<file path="src/rtl/wb_port_arbiter.sv">
// Register-file write-port arbiter: the pipeline WB stage always wins, and
// mult/div results wait in a one-entry holding buffer. A starvation counter
// escalates to a stall request. RAW/WAW hazards against the buffered
// destination are flagged for the decode interlock.
module wb_port_arbiter #(
    parameter int unsigned DW           = 32,
    parameter int unsigned AW           = 5,
    parameter int unsigned STARVE_LIMIT = 4
) (
    input  logic          clk,
    input  logic          reset,
    input  logic          pipe_we,
    input  logic [AW-1:0] pipe_waddr,
    input  logic [DW-1:0] pipe_wdata,
    input  logic          md_valid,
    input  logic [AW-1:0] md_waddr,
    input  logic [DW-1:0] md_wdata,
    output logic          md_ready,
    input  logic [AW-1:0] rs_addr,
    input  logic [AW-1:0] rt_addr,
    input  logic [AW-1:0] dst_addr,
    output logic          rf_we,
    output logic [AW-1:0] rf_waddr,
    output logic [DW-1:0] rf_wdata,
    output logic          stall_req,
    output logic          raw_hazard,
    output logic          waw_hazard
);

    // The counter only needs to reach STARVE_LIMIT-1.
    localparam int unsigned CW = (STARVE_LIMIT > 1) ? $clog2(STARVE_LIMIT) : 1;
    localparam logic [CW-1:0] WaitLast = CW'(STARVE_LIMIT - 1);

    typedef enum logic [1:0] {StIdle, StHeld, StForce} state_e;

    state_e        state_q, state_d;
    logic [CW-1:0] wait_cnt_q, wait_cnt_d;
    logic [AW-1:0] buf_waddr_q, buf_waddr_d;
    logic [DW-1:0] buf_wdata_q, buf_wdata_d;

    logic buf_valid;
    logic port_busy;
    logic md_xfer;

    assign buf_valid = (state_q != StIdle);
    // Writes to r0 never use the port, so they never block the buffer.
    assign port_busy = pipe_we && (pipe_waddr != '0);
    assign md_ready  = !reset && (state_q == StIdle);
    assign md_xfer   = md_valid && md_ready;
    assign stall_req = (state_q == StForce);

    assign raw_hazard = buf_valid && ((rs_addr == buf_waddr_q) || (rt_addr == buf_waddr_q));
    assign waw_hazard = buf_valid && (dst_addr == buf_waddr_q);

    // State, counter and holding-buffer registers with synchronous reset.
    always_ff @(posedge clk) begin
        if (reset) begin
            state_q     <= StIdle;
            wait_cnt_q  <= '0;
            buf_waddr_q <= '0;
            buf_wdata_q <= '0;
        end else begin
            state_q     <= state_d;
            wait_cnt_q  <= wait_cnt_d;
            buf_waddr_q <= buf_waddr_d;
            buf_wdata_q <= buf_wdata_d;
        end
    end

    // Next state: capture when blocked, drain when free, escalate on starvation.
    always_comb begin
        state_d     = state_q;
        wait_cnt_d  = wait_cnt_q;
        buf_waddr_d = buf_waddr_q;
        buf_wdata_d = buf_wdata_q;
        case (state_q)
            StIdle: begin
                // r0 results are accepted and dropped; unblocked ones bypass.
                if (md_xfer && port_busy && (md_waddr != '0)) begin
                    buf_waddr_d = md_waddr;
                    buf_wdata_d = md_wdata;
                    wait_cnt_d  = '0;
                    state_d     = StHeld;
                end
            end
            StHeld: begin
                if (!port_busy) begin
                    state_d = StIdle;
                end else if (wait_cnt_q == WaitLast) begin
                    state_d = StForce;
                end else begin
                    wait_cnt_d = wait_cnt_q + 1'b1;
                end
            end
            StForce: begin
                if (!port_busy) begin
                    state_d = StIdle;
                end
            end
            default: state_d = StIdle;
        endcase
    end

    // Write-port mux: pipeline, then buffer, then same-cycle md bypass.
    always_comb begin
        rf_we    = 1'b0;
        rf_waddr = '0;
        rf_wdata = '0;
        if (!reset) begin
            if (port_busy) begin
                rf_we    = 1'b1;
                rf_waddr = pipe_waddr;
                rf_wdata = pipe_wdata;
            end else if (buf_valid) begin
                rf_we    = 1'b1;
                rf_waddr = buf_waddr_q;
                rf_wdata = buf_wdata_q;
            end else if (md_xfer && (md_waddr != '0)) begin
                rf_we    = 1'b1;
                rf_waddr = md_waddr;
                rf_wdata = md_wdata;
            end
        end
    end

endmodule

</file>
<file path="config.mk">
export PLATFORM = sky130hd
export DESIGN_NAME = wb_port_arbiter
export DESIGN_NICKNAME = d
export VERILOG_FILES = /design/src/rtl/wb_port_arbiter.sv
export SDC_FILE = /design/constraint.sdc
export NUM_CORES = 1
export LEC_CHECK = 0
export BUFFER_PORTS_ARGS = -buffer_cell sky130_fd_sc_hd__buf_4
export CELL_PAD_IN_SITES_DETAIL_PLACEMENT = 0
export CELL_PAD_IN_SITES_GLOBAL_PLACEMENT = 2
export CORE_MARGIN = 10
export CORE_UTILIZATION = 23
export DETAILED_ROUTE_END_ITERATION = 10
export PLACE_DENSITY = 0.77
export SYNTH_ARGS = -nofsm -noshare
export SYNTH_HDL_FRONTEND = slang
export SYNTH_SLANG_ARGS = --single-unit
export TNS_END_PERCENT = 1
</file>
<file path="constraint.sdc">
create_clock -name clk -period 2.1 [get_ports clk]
set_input_delay 0.42 -clock clk [delete_from_list [all_inputs] [get_ports clk]]
set_output_delay 0.42 -clock clk [all_outputs]
set_load 0.1 [all_outputs]
</file>
==> results.toml <==
[floorplan]
fp.dieW_microns = 132
boundaryPins = 135
start_util = 0.236
die_h_microns = 132
core_area_sq_um = 12100
fp-row-count = 40
die_area_sq_um = 17300

[clocking]
clk_pin_slew_worst_paths_ns = 0.06
cts_hold_buf = 0
clock_latency_ns = 0.28
cts.path.max_buffers = 2
cts_max_level = 2
cts_tree = "built"
cts_buffers = 5
cts_root_buf = "clkbuf_16"
cts_sinks = 41

[power]
swShare = 0.393
power_frac_clock = 0.253
ir_worst_vdd_mv = 0.323
powerDensity_nw_per_um2 = 511
p_sw_mw = 1.14
internal_power_mw = 1.76
seqPwrFrac = 0.287
p_leak_nw = 2.06
power_frac_comb = 0.460

[global_routing]
antenna_found_initial = 0
grt_util_all_layers = 0.125
grt_pass1_vias = 3430
grt_max_degree = 42
grt.overflow.total = 0
grt_pass1_wl_microns = 18400

[sta]
timing.final.ws_setup_ns = -0.430
fin_crit_ns = 2.53
finalCritPeriodShare = 1.20
max_slew_margin = 0.735
fin_worst_skew_ns = 0.00566
fmax_mhz = 395
final_hold_viol_count = 0
drv_slew = 0
tightest_slew_ns = 0.398
rsz0062_at_grt = "yes"
hold_ws_ns = 0.419
setup_viol_count_final = 38

[critical_path]
critPathLaunchType = "primary input"
critical_path.startpoint = "md_waddr[4]"
worst_setup_path_end_kind = "output port"
cp.arrival_ns = 2.11
critPathRequiredTime_ns = 1.68
reg2reg_depth = 7
critPathMaxFanout = 8
r2r_slack_ns = 0.43
critical_path_class = "in -> out"
r2r-end = "buf_waddr_q[1]"
r2r_start = "state_q[0]"
endpoint = "rf_wdata[31]"

[finish]
fin_util = 0.469
final_nets = 590
layoutNonFillerInstCount = 665
drive_gt1_frac = 0.547
syn2layout_area_growth_pct = 98.5
n_fill_cell = 1186
diodes = 0

[worst_hold_path]
worstHoldPathType = "in -> reg"

[yosys]
ys.flop_type = "dfxtp_1"
synthTopCellsByCount = "nand3_1, dfxtp_1, nor3_1"
syn_inst = 354
ys_async_sr_fraction = 0
ys_types = 29
syn_area_sq_um = 2860
yosysSeqAreaShare = 0.287
synth_top_cell_by_area = "dfxtp_1"
synth_nets = 448
ys_top_cells_by_area = "dfxtp_1, a221oi_2, nand3_1"
synth_edf_count = 0
ys_warn_count = 0
yosysMostFrequentCell = "nand3_1"
synth_top_area_frac = 0.287
yosys_register_bits = 41
syn_avg_cell_area_sq_um = 8.09

[route]
totalWireLength_microns = 11600
drt-initial-drc-count = 163
drc = 0
num_vias = 3234
wl_per_cell_microns = 17.5
drt-pass1-iter-count = 4
antenna_left = 0
vias_per_cell = 4.86

[status]
status = "complete, but fails checks"
violations = "setup timing"

[placed_design]
dp_cells = 649
portBuffers = 134
dp_hpwl_microns = 8030
routabilityCongestion = 0.779

[run]
cap_violations = 0
[flip-flops by register name, indices dropped and copies added, names as in the netlist]
| name | cells |
|---|---|
| wait_cnt_q | 2 |
| buf_wdata_q | 32 |
| buf_waddr_q | 5 |
| state_q | 2 |
[cell usage in the layout (no fill, tap or decap), types with 9 or more instances in the layout]
cell type,count
nand3_1,42
buf_8,12
a21oi_1,39
buf_6,19
nor2_1,39
buf_4,119
nor3_4,37
clkbuf_16,9
o21ai_1,37
buf_12,20
dfxtp_1,37
a221oi_4,36
[layout make-up]
| type | instances | area, sq um | area share |
|---|---|---|---|
| flip-flops and latches | 41 | 826 | 0.145 |
| repair buffers | 176 | 1840 | 0.324 |
| inverters | 1 | 3.75 | 0.000660 |
| clock buffers | 6 | 129 | 0.0227 |
| clock inverters | 2 | 10.0 | 0.00176 |
| well taps | 168 | 210 | 0.0370 |
| multi-input cells | 271 | 2660 | 0.468 |
[layer usage]
metal,up-vias,GRT usage,routed length [microns]
li1,1623,-,-
met1,1519,0.162,5120
met2,88,0.202,5690
met3,4,0.0396,781
met4,0,0.0161,21
met5,-,0,0
[worst min path at each step]
stage,startpoint,to,slack [ns],cells after the start
4_1_cts,md_wdata[18],buf_wdata_q[18],0.41,3
6_report,md_wdata[9],buf_wdata_q[9],0.42,3
3_3_place_gp,buf_wdata_q[10],buf_wdata_q[10],0.48,2
3_5_place_dp,buf_wdata_q[9],buf_wdata_q[9],0.49,2
5_1_grt,md_wdata[9],buf_wdata_q[9],0.42,3
2_1_floorplan,buf_wdata_q[0],buf_wdata_q[0],0.47,2
[stage by stage]
step / power (mW) / cell area (sq um) / worst slack [ns] / TNS, ns
2_1_floorplan: 1.61 / 3300 / -0.623 / -24.10
3_3_place_gp: 1.96 / 4700 / -0.491 / -17.50
3_5_place_dp: 1.97 / 4700 / -0.491 / -17.73
6_report: 2.91 / 5680 / -0.430 / -15.03
5_1_grt: 3.03 / 5680 / -0.473 / -16.91
4_1_cts: 2.88 / 5430 / -0.434 / -15.67
[cell families (layout without fill, tap and decap cells)]
logic type | Yosys count | count (layout) | synth area share
AO/OA/AOI/OAI | 122 | 122 | 0.350
XOR/XNOR | 15 | 15 | 0.0459
adder cells (fa/ha/maj) | 1 | 1 | 0.00437
buffers and inverters | 42 | 185 | 0.0839
flip-flops | 41 | 41 | 0.287
AND/OR/NAND/NOR | 133 | 133 | 0.229
[power groups by stage]
stage	clock [mW]	sequential, mW	combinational (mW)
2_1_floorplan	0	0.836	0.772
3_3_place_gp	0	0.840	1.12
3_5_place_dp	0	0.842	1.13
4_1_cts	0.774	0.831	1.28
5_1_grt	0.788	0.835	1.41
6_report	0.736	0.832	1.34
[repair_timing]
item,4_1_cts,5_1_grt
setup buffers,0,4
endpoints found under the setup margin,38,40
pin swaps,1,10
gates resized for setup,90,25
cloned,0,4
[critical path: stages]
cell and delay (ns):
buf_6 0.09, or4_4 0.55, o21a_4 0.30, clkbuf_16 0.21
a221oi_4 0.29, nor3_4 0.06, buf_12 0.17
No activity file was read; power rests on OpenSTA's default activity.
